### config.mk
export PLATFORM = sky130hd
export DESIGN_NAME = xdma_burst_splitter_flat
export DESIGN_NICKNAME = d
export VERILOG_FILES = /design/src/rtl/xdma_burst_splitter_pkg.sv /design/src/rtl/xdma_burst_splitter_if.sv /design/src/rtl/xdma_burst_len_calc.sv /design/src/rtl/xdma_burst_splitter.sv /design/src/flat_wrapper.sv
export SDC_FILE = /design/constraint.sdc
export NUM_CORES = 1
export LEC_CHECK = 0
export BUFFER_PORTS_ARGS = -buffer_cell sky130_fd_sc_hd__buf_2
export CAP_MARGIN = 20
export CORE_MARGIN = 3
export CORE_UTILIZATION = 45
export CTS_CLUSTER_DIAMETER = 50
export CTS_CLUSTER_SIZE = 30
export DETAILED_ROUTE_END_ITERATION = 7
export GPL_TIMING_DRIVEN = 0
export PLACE_DENSITY_LB_ADDON = 0.1
export SLEW_MARGIN = 0
export SYNTH_ARGS = -nofsm -noshare
export SYNTH_HDL_FRONTEND = slang
export SYNTH_SLANG_ARGS = --single-unit
### constraint.sdc
create_clock -name clk_i -period 3 [get_ports clk_i]
set_input_delay 0.3 -clock clk_i [delete_from_list [all_inputs] [get_ports clk_i]]
set_output_delay 0.3 -clock clk_i [all_outputs]
set_load 0.02 [all_outputs]
### src/rtl/xdma_burst_splitter_pkg.sv
// xdma_pkg: shared types and constants for the xDMA burst splitter.
package xdma_pkg;

    localparam int XdmaPageBytes = 4096;

    typedef struct packed {
        logic [7:0] num_beats;
        logic       is_single;
        logic       is_write_data;
    } xdma_req_w_desc_t;

    typedef enum logic [1:0] {IDLE, CALC, ISSUE, DONE} split_state_e;

endpackage

### src/rtl/xdma_burst_splitter_if.sv
// xdma_burst_splitter_if: transfer request, AW request and W-descriptor handshakes of the splitter.
interface xdma_burst_splitter_if
    import xdma_pkg::*;
#(
    parameter int AddrWidth = 48,
    parameter int LenWidth  = 16
);

    logic [AddrWidth-1:0] xfer_addr_i;
    logic [LenWidth-1:0]  xfer_beats_i;
    logic                 xfer_is_write_i;
    logic                 xfer_valid_i;
    logic                 xfer_ready_o;
    logic [AddrWidth-1:0] aw_addr_o;
    logic [7:0]           aw_len_o;
    logic                 aw_valid_o;
    logic                 aw_ready_i;
    xdma_req_w_desc_t     w_desc_o;
    logic                 w_desc_valid_o;
    logic                 w_desc_ready_i;
    logic                 xfer_done_o;

    modport master (
        input  xfer_addr_i, xfer_beats_i, xfer_is_write_i, xfer_valid_i, aw_ready_i, w_desc_ready_i,
        output xfer_ready_o, aw_addr_o, aw_len_o, aw_valid_o, w_desc_o, w_desc_valid_o, xfer_done_o
    );

    modport slave (
        output xfer_addr_i, xfer_beats_i, xfer_is_write_i, xfer_valid_i, aw_ready_i, w_desc_ready_i,
        input  xfer_ready_o, aw_addr_o, aw_len_o, aw_valid_o, w_desc_o, w_desc_valid_o, xfer_done_o
    );

endinterface

### src/rtl/xdma_burst_len_calc.sv
// xdma_burst_len_calc: beats of the next burst; with XDMA_BURST_SPLIT_4K_EN it is also capped at the 4 KiB page end.
module xdma_burst_len_calc
    import xdma_pkg::*;
#(
    parameter int DataWidth     = 512,
    parameter int LenWidth      = 16,
    parameter int MaxBurstBeats = 64
) (
    input  logic [11:0]         addr_i,
    input  logic [LenWidth-1:0] remaining_i,
    output logic [7:0]          burst_o
);

    logic [LenWidth-1:0] cap;

`ifdef XDMA_BURST_SPLIT_4K_EN
    localparam int OffBits = $clog2(DataWidth / 8);

    // Bytes left in the page range 1..4096, hence 13 bits.
    logic [12:0] bytes_to_4k;
    logic [12:0] beats_to_4k;

    assign bytes_to_4k = 13'(XdmaPageBytes) - {1'b0, addr_i};
    assign beats_to_4k = bytes_to_4k >> OffBits;
    assign cap = (beats_to_4k < 13'(MaxBurstBeats)) ? LenWidth'(beats_to_4k) : LenWidth'(MaxBurstBeats);
`else
    logic unused_addr;

    assign unused_addr = ^addr_i;
    assign cap = LenWidth'(MaxBurstBeats);
`endif

    assign burst_o = (remaining_i < cap) ? remaining_i[7:0] : cap[7:0];

endmodule

### src/rtl/xdma_burst_splitter.sv
// xdma_burst_splitter: splits a write transfer into AXI bursts, one AW request and one W-descriptor each.
// Optional feature: define XDMA_BURST_SPLIT_4K_EN to keep every burst inside one 4 KiB page.
module xdma_burst_splitter
    import xdma_pkg::*;
#(
    parameter int AddrWidth     = 48,
    parameter int DataWidth     = 512,
    parameter int LenWidth      = 16,
    parameter int MaxBurstBeats = 64
) (
    input logic                   clk_i,
    input logic                   rst_i,
    xdma_burst_splitter_if.master bus
);

    localparam int BytesPerBeat = DataWidth / 8;
    localparam int OffBits      = $clog2(BytesPerBeat);

    split_state_e         state_q, state_d;
    logic [AddrWidth-1:0] addr_q;
    logic [LenWidth-1:0]  rem_q, rem_next;
    logic [7:0]           burst_q, burst_calc;
    logic                 is_write_q, aw_sent_q, w_sent_q;
    logic                 aw_done, w_done, issue;
    xdma_req_w_desc_t     desc;

    xdma_burst_len_calc #(
        .DataWidth    (DataWidth),
        .LenWidth     (LenWidth),
        .MaxBurstBeats(MaxBurstBeats)
    ) u_len_calc (
        .addr_i     (addr_q[11:0]),
        .remaining_i(rem_q),
        .burst_o    (burst_calc)
    );

    assign issue    = state_q == ISSUE;
    assign aw_done  = aw_sent_q | bus.aw_ready_i;
    assign w_done   = w_sent_q | bus.w_desc_ready_i;
    assign rem_next = rem_q - LenWidth'(burst_q);

    // Next state: a burst retires once both its AW and W-descriptor handshakes have happened.
    always_comb begin
        state_d = state_q;
        unique case (state_q)
            IDLE:    if (bus.xfer_valid_i) state_d = (bus.xfer_beats_i == '0) ? DONE : CALC;
            CALC:    state_d = ISSUE;
            ISSUE:   if (aw_done && w_done) state_d = (rem_next == '0) ? DONE : CALC;
            default: state_d = IDLE;
        endcase
    end

    // State, transfer progress and per-burst sent flags.
    always_ff @(posedge clk_i) begin
        if (rst_i) begin
            state_q    <= IDLE;
            addr_q     <= '0;
            rem_q      <= '0;
            burst_q    <= '0;
            is_write_q <= 1'b0;
            aw_sent_q  <= 1'b0;
            w_sent_q   <= 1'b0;
        end else begin
            state_q <= state_d;
            if (state_q == IDLE && bus.xfer_valid_i) begin
                addr_q     <= bus.xfer_addr_i & ~AddrWidth'(BytesPerBeat - 1);
                rem_q      <= bus.xfer_beats_i;
                is_write_q <= bus.xfer_is_write_i;
            end
            if (state_q == CALC) burst_q <= burst_calc;
            if (issue && aw_done && w_done) begin
                aw_sent_q <= 1'b0;
                w_sent_q  <= 1'b0;
                addr_q    <= addr_q + (AddrWidth'(burst_q) << OffBits);
                rem_q     <= rem_next;
            end else if (issue) begin
                aw_sent_q <= aw_done;
                w_sent_q  <= w_done;
            end
        end
    end

    assign desc = '{num_beats: burst_q, is_single: burst_q == 8'd1, is_write_data: is_write_q};

    assign bus.xfer_ready_o   = state_q == IDLE && !rst_i;
    assign bus.aw_valid_o     = issue && !aw_sent_q;
    assign bus.w_desc_valid_o = issue && !w_sent_q;
    assign bus.aw_addr_o      = issue ? addr_q : '0;
    assign bus.aw_len_o       = issue ? burst_q - 8'd1 : '0;
    assign bus.w_desc_o       = issue ? desc : '0;
    assign bus.xfer_done_o    = state_q == DONE;

endmodule

### src/flat_wrapper.sv
// flat-port wrapper written by rule: the top's interface ports become plain ports
module xdma_burst_splitter_flat import xdma_pkg::*;
#(
    parameter int AddrWidth     = 48,
    parameter int DataWidth     = 512,
    parameter int LenWidth      = 16,
    parameter int MaxBurstBeats = 64
)
  (clk_i, rst_i, bus_xfer_addr_i, bus_xfer_beats_i, bus_xfer_is_write_i, bus_xfer_valid_i, bus_aw_ready_i, bus_w_desc_ready_i, bus_xfer_ready_o, bus_aw_addr_o, bus_aw_len_o, bus_aw_valid_o, bus_w_desc_o, bus_w_desc_valid_o, bus_xfer_done_o);
  xdma_burst_splitter_if #(.AddrWidth(AddrWidth), .LenWidth(LenWidth)) bus_i ();
  input logic clk_i;
  input logic rst_i;
  input wire logic [$bits(bus_i.xfer_addr_i)-1:0] bus_xfer_addr_i;
  input wire logic [$bits(bus_i.xfer_beats_i)-1:0] bus_xfer_beats_i;
  input wire logic [$bits(bus_i.xfer_is_write_i)-1:0] bus_xfer_is_write_i;
  input wire logic [$bits(bus_i.xfer_valid_i)-1:0] bus_xfer_valid_i;
  input wire logic [$bits(bus_i.aw_ready_i)-1:0] bus_aw_ready_i;
  input wire logic [$bits(bus_i.w_desc_ready_i)-1:0] bus_w_desc_ready_i;
  output wire logic [$bits(bus_i.xfer_ready_o)-1:0] bus_xfer_ready_o;
  output wire logic [$bits(bus_i.aw_addr_o)-1:0] bus_aw_addr_o;
  output wire logic [$bits(bus_i.aw_len_o)-1:0] bus_aw_len_o;
  output wire logic [$bits(bus_i.aw_valid_o)-1:0] bus_aw_valid_o;
  output wire logic [$bits(bus_i.w_desc_o)-1:0] bus_w_desc_o;
  output wire logic [$bits(bus_i.w_desc_valid_o)-1:0] bus_w_desc_valid_o;
  output wire logic [$bits(bus_i.xfer_done_o)-1:0] bus_xfer_done_o;
  assign bus_i.xfer_addr_i = bus_xfer_addr_i;
  assign bus_i.xfer_beats_i = bus_xfer_beats_i;
  assign bus_i.xfer_is_write_i = bus_xfer_is_write_i;
  assign bus_i.xfer_valid_i = bus_xfer_valid_i;
  assign bus_i.aw_ready_i = bus_aw_ready_i;
  assign bus_i.w_desc_ready_i = bus_w_desc_ready_i;
  assign bus_xfer_ready_o = bus_i.xfer_ready_o;
  assign bus_aw_addr_o = bus_i.aw_addr_o;
  assign bus_aw_len_o = bus_i.aw_len_o;
  assign bus_aw_valid_o = bus_i.aw_valid_o;
  assign bus_w_desc_o = bus_i.w_desc_o;
  assign bus_w_desc_valid_o = bus_i.w_desc_valid_o;
  assign bus_xfer_done_o = bus_i.xfer_done_o;
  xdma_burst_splitter #(.AddrWidth(AddrWidth), .DataWidth(DataWidth), .LenWidth(LenWidth), .MaxBurstBeats(MaxBurstBeats)) u_core (.clk_i(clk_i), .rst_i(rst_i), .bus(bus_i));
endmodule
== Yosys cells after proc, flatten, opt, wreduce, memory -nomap -nowiden ==
Cells that the tools add are included.
Widths: inputs -> output; s select.
Storage, ports and cells
  bits of input ports: 70
  output and inout bits: 70
  register bits: 77
  word-level logic and storage cells: 48
Cells by class
  bitwise operators: 2
  add/subtract/negate cells: 3
  mux-type cells: 13
  reduce and logical (&&, ||, !) cells: 16
  eq/ne operators: 6
  order comparisons: 1
Operators with widths (count)
  $mux 48: 3
  $add 48x14->48: 1
  $logic_not 16->1: 2
  $mux 16: 2
  $lt 16x7->1 const B: 1
  $mux 8: 2
  $sub 16x8->16: 1
  $mux 10: 1
  $eq 8x1->1 const B: 1
  $mux 2: 4
  $sub 8x1->8 const B: 1
  $logic_and 1x1->1: 7
  $pmux 2 s3: 1
  $eq 2x2->1 const B: 2
  $ne 2x2->1 const B: 2
  $logic_not 1->1: 3
  $eq 2x1->1 const B: 1
  $logic_not 2->1: 1
  $or 1x1->1: 2
  $reduce_and 2->1: 1
  $reduce_bool 2->1: 1
  $reduce_or 2->1: 1

== Logic depth before layout (Yosys ltp) ==
  word-level depth: 5
  mapped depth: 10

== Cells and area by module ==
From an unflattened synthesis, not the netlist that was laid out.
Unflattened totals
  cells, all modules: 710
  area, all modules: 5144.9 um2
By module, submodules not included
  xdma_burst_splitter: area each 5033.6 um2, cells each 689, instances 1
  xdma_burst_len_calc: area each 111.4 um2, cells each 21, instances 1

== Worst setup path after synthesis ==
OpenSTA, ideal clock, no wires.
  path kind: register -> register
  start: register u_core.burst_q[0]
  end: register u_core.addr_q[36]
  setup time: 74 ps
  period minus slack after synthesis: 2374 ps
  arrival: 2299 ps
  data required time: 2926 ps
  cell stages (with the launch flop): 10
  slack: 626 ps
  cell sequence: dfxtp_1 > ha_1 > inv_1 > fa_1 > nor2b_1 > o21ai_1 > a21oi_1 > nor2_1 > or4_1 > a31oi_1
Between the ends
  word-level cells in the longest chain between the ends: 2
RTL lines
  start: declaration: line xdma_burst_splitter.sv:22  | logic [7:0] burst_q, burst_calc;
  start signal: assignment: line xdma_burst_splitter.sv:70  | if (state_q == CALC) burst_q <= burst_calc;
  $add 48x14->48: line xdma_burst_splitter.sv:74  | addr_q <= addr_q + (AddrWidth'(burst_q) << OffBits);
  $mux 48: line xdma_burst_splitter.sv:71  | if (issue && aw_done && w_done) begin
  end signal: assignment: line xdma_burst_splitter.sv:66  | addr_q <= bus.xfer_addr_i & ~AddrWidth'(BytesPerBeat - 1);
  end signal: assignment: line xdma_burst_splitter.sv:74
  end: declaration: line xdma_burst_splitter.sv:20  | logic [AddrWidth-1:0] addr_q;
No other way between the ends.
A chain may end at the register's enable or synchronous reset.

== Worst setup path after layout ==
  start: register u_core.burst_q[0]
  end: register u_core.addr_q[42]
The elaborated chain is that of the path after synthesis.

==> implementation parameters <==
Parameter                              Value

Clock tree
  Number of hold-repair buffers added at the cts stage    0
  Library cell used as clock root buffer    sky130_fd_sc_hd__clkbuf_16
  Clock tree from TritonCTS    built
  Num CTS Buffers    9
  Clock-pin slew on the worst setup and hold paths    60 ps
  Worst-Skew Late Latency    330 ps
  Post-CTS Setup Inserts    0
  H-tree depth    3
  Clk buf depth    2
  Number of instances resized during post-cts repair    0
  Clock sink total    71

Final layout
  Proportion of layout cells with a drive suffix above 1    21.8%
  Layout area overhead    21.9%
  Total area of multi-input combinational cells    0.00341 sq mm
  Final #Nets    896
  Antenna cell count    0
  Count of filler cells inserted in the layout    1125
  Register cell area after layout    0.00142 sq mm

Logic synthesis
  Count of flip-flops with a built-in enable after synthesis    0
  Cell type with the highest aggregate area in the netlist    sky130_fd_sc_hd__dfxtp_1
  Number of warnings issued by yosys    0
  Area share of the largest cell type after synthesis    27.9%
  Flip-flop and latch count after synthesis    71
  Library cell with the highest instance count after synthesis    sky130_fd_sc_hd__nor2_1
  Cell types with the highest counts after synthesis    sky130_fd_sc_hd__nor2_1, sky130_fd_sc_hd__dfxtp_1, sky130_fd_sc_hd__nand2_1, sky130_fd_sc_hd__and2_1, sky130_fd_sc_hd__a21oi_1
  Post-Synthesis Cells    664
  Ranking of synthesized cells by area    sky130_fd_sc_hd__dfxtp_1, sky130_fd_sc_hd__and2_1, sky130_fd_sc_hd__nor2_1, sky130_fd_sc_hd__ha_1, sky130_fd_sc_hd__a21oi_1
  Fraction of registers with async set/reset    0%
  Most used DFF post-synth    sky130_fd_sc_hd__dfxtp_1
  Cell area after synthesis    0.00509 sq mm
  Sequential area share after synthesis    27.9%
  Mean cell area of the mapped netlist    7.67 sq um
  Cell variety after synth    75

Worst setup path
  Type of origin of the critical path    register
  Critical-path cell with the highest stage delay    sky130_fd_sc_hd__dfxtp_2
  Critical Path RT    3230 ps
  Worst path most repeated cell    sky130_fd_sc_hd__a311oi_1
  Worst EP arrival    2970 ps
  Kind of end point of the critical path    register
  Count of buffer and inverter cells on the critical path    2
  Crit path max fanout    10
  Cells traversed along the worst timing path    ha_1 > inv_1 > fa_1 > nor2b_1 > o21ai_1 > a21o_1 > a21oi_1 > clkbuf_4 > a311oi_1 > a311oi_1
  Dominant delay contributor by cell family on the critical path    compound AO/OA/AOI/OAI gates
  Type of the setup path with the least slack    register to register
  Crit-path max cell delay    between 400 and 500 ps

Route
  Detailed-route via count    5881
  Routed WL per cell    roughly 19 um
  Antenna viol nets, final    0
  Via-per-instance ratio    6.18
  Routed Wire Length    18.4 mm
  DR pass1 iterations    6
  DRC violation total after the first TritonRoute iteration    526
  DRC errors left    0

Die
  Area of the die    between 0.01 and 0.015 sq mm
  Number of top-level design ports    140
  Initial standard-cell utilization of the core    between 40 and 50%
  Vert. Die Dim    around 110 um
  Core Footprint    0.0109 sq mm
  Chip width    approximately 110 um
  Placement row count    38

STA
  Count of endpoints failing hold in the final timing report    0
  Share of the cycle needed by the critical path after routing    between 90% and 100%
  Max-slew violation count    0
  Final critical delay including setup and external delays    2740 ps
  Worst Hold Margin    approximately 200 ps
  Slew headroom    44.5%
  Highest Clock Rate    365 MHz
  Setup violators final    0
  Fin Clk Skew    8.79 ps
  Setup Total Neg Slack    0 ps
  Setup repair after global routing missed its margin    no
  Actual slew at the worst max-slew pin    828 ps

Power and ir drop
  Highest ir drop seen on vdd    roughly 280 uV
  Power per standard cell area    448 mW/mm^2
  Pwr Total    2780 uW
  Leakage power figure    0.00263 uW

Job
  Max cap viols    0

Hold path
  Path category of the worst min-delay check    primary input to register

Global routing
  Antenna violations before repair    0
  Number of global-route vias before repair    5444
  Remaining global-route overflow    0
  Pin count of the biggest net entering global routing    13
  Total global routing track utilization    28.4%
  First-pass GRT wire length    roughly 29 mm

Placed design
  Number of input and output port buffers inserted    126
  Last weighted congestion value of the routability-driven placer    0.976
  HPWL reported at the end of detailed placement    about 14 mm

Run status
  Run status    completed
==> worst paths after layout <==
| path | from | to | slack, ps | cells after the start |
|---|---|---|---|---|
| hold reg to reg | u_core.is_write_q | u_core.is_write_q | 450 | 2 |
| setup / recovery | u_core.burst_q[0] | u_core.addr_q[42] | 260 | 10 |
| hold / removal | bus_xfer_addr_i[23] | u_core.addr_q[23] | 200 | 3 |
| setup reg to reg | u_core.burst_q[0] | u_core.addr_q[42] | 260 | 10 |
==> cell usage in the layout, fill, tap and decap left out, types with 19 or more instances in the layout <==
cell and count:
sky130_fd_sc_hd__dfxtp_1 69, sky130_fd_sc_hd__a21oi_1 44, sky130_fd_sc_hd__nor2_1 74, sky130_fd_sc_hd__nand3_1 20, sky130_fd_sc_hd__clkbuf_1 30, sky130_fd_sc_hd__buf_2 131
sky130_fd_sc_hd__a22oi_1 19, sky130_fd_sc_hd__nor3_1 19, sky130_fd_sc_hd__and2_1 46, sky130_fd_sc_hd__nand2_1 56
==> through the flow <==
stage          area, sq um  std cells  setup WS [ps]  util [%]
6_report              6210        951            264      56.8
5_1_grt               6210        951            118      56.8
4_1_cts               6200        951            161      56.7
3_5_place_dp          5920        935            190      54.1
3_3_place_gp          5920        935            256      54.1
2_1_floorplan         5110        669            626         -
==> layout make-up <==
cell class              count  share of cell area [%]
clock inverters             5                   0.524
inverters                  18                    1.09
flip-flops and latches     71                    22.9
clock buffers              11                    4.07
plain buffers              46                    3.49
multi-input cells         534                    54.9
well taps                 140                    2.82
repair buffers            126                    10.2
==> kinds of logic after synthesis <==
| family | synth area share [%] |
|---|---|
| other | 0.0736 |
| xor gates and xnor gates | 3.44 |
| buffers and inverters | 5.53 |
| AOI/OAI and AO/OA | 24.5 |
| and+or+nand+nor | 32.3 |
| adders and majority gates | 5.21 |
| DFF | 27.9 |
| muxes | 1.08 |
==> flip-flops by register name (all words and copies together), names as in the netlist <==
register,flops
u_core.addr_q,42
u_core.rem_q,16
u_core.burst_q,8
u_core.state_q,2
u_core.aw_sent_q,1
u_core.is_write_q,1
u_core.w_sent_q,1
==> tightest hold or removal path, cell delays in order <==
cell and delay [ps]:
sky130_fd_sc_hd__buf_2 100, sky130_fd_sc_hd__nand2_1 40, sky130_fd_sc_hd__a21oi_1 50
==> report_power, final <==
| group | internal, uW | switching, uW | total, uW |
|---|---|---|---|
| clock | 602 | 431 | 1030 |
| sequential | 1010 | 83.4 | 1090 |
| combinational | 249 | 404 | 653 |
==> routing by layer <==
metal / part of all wire (%) / track usage [%] / wire length (um)
met2: 44 / 44.5 / 8080
met3: 10 / 4.80 / 1930
met5: 0 / 0 / 0
met4: 2.8 / 11.0 / 515
met1: 43 / 39.3 / 7860
Note: power is estimated with default switching activity, not from simulation.
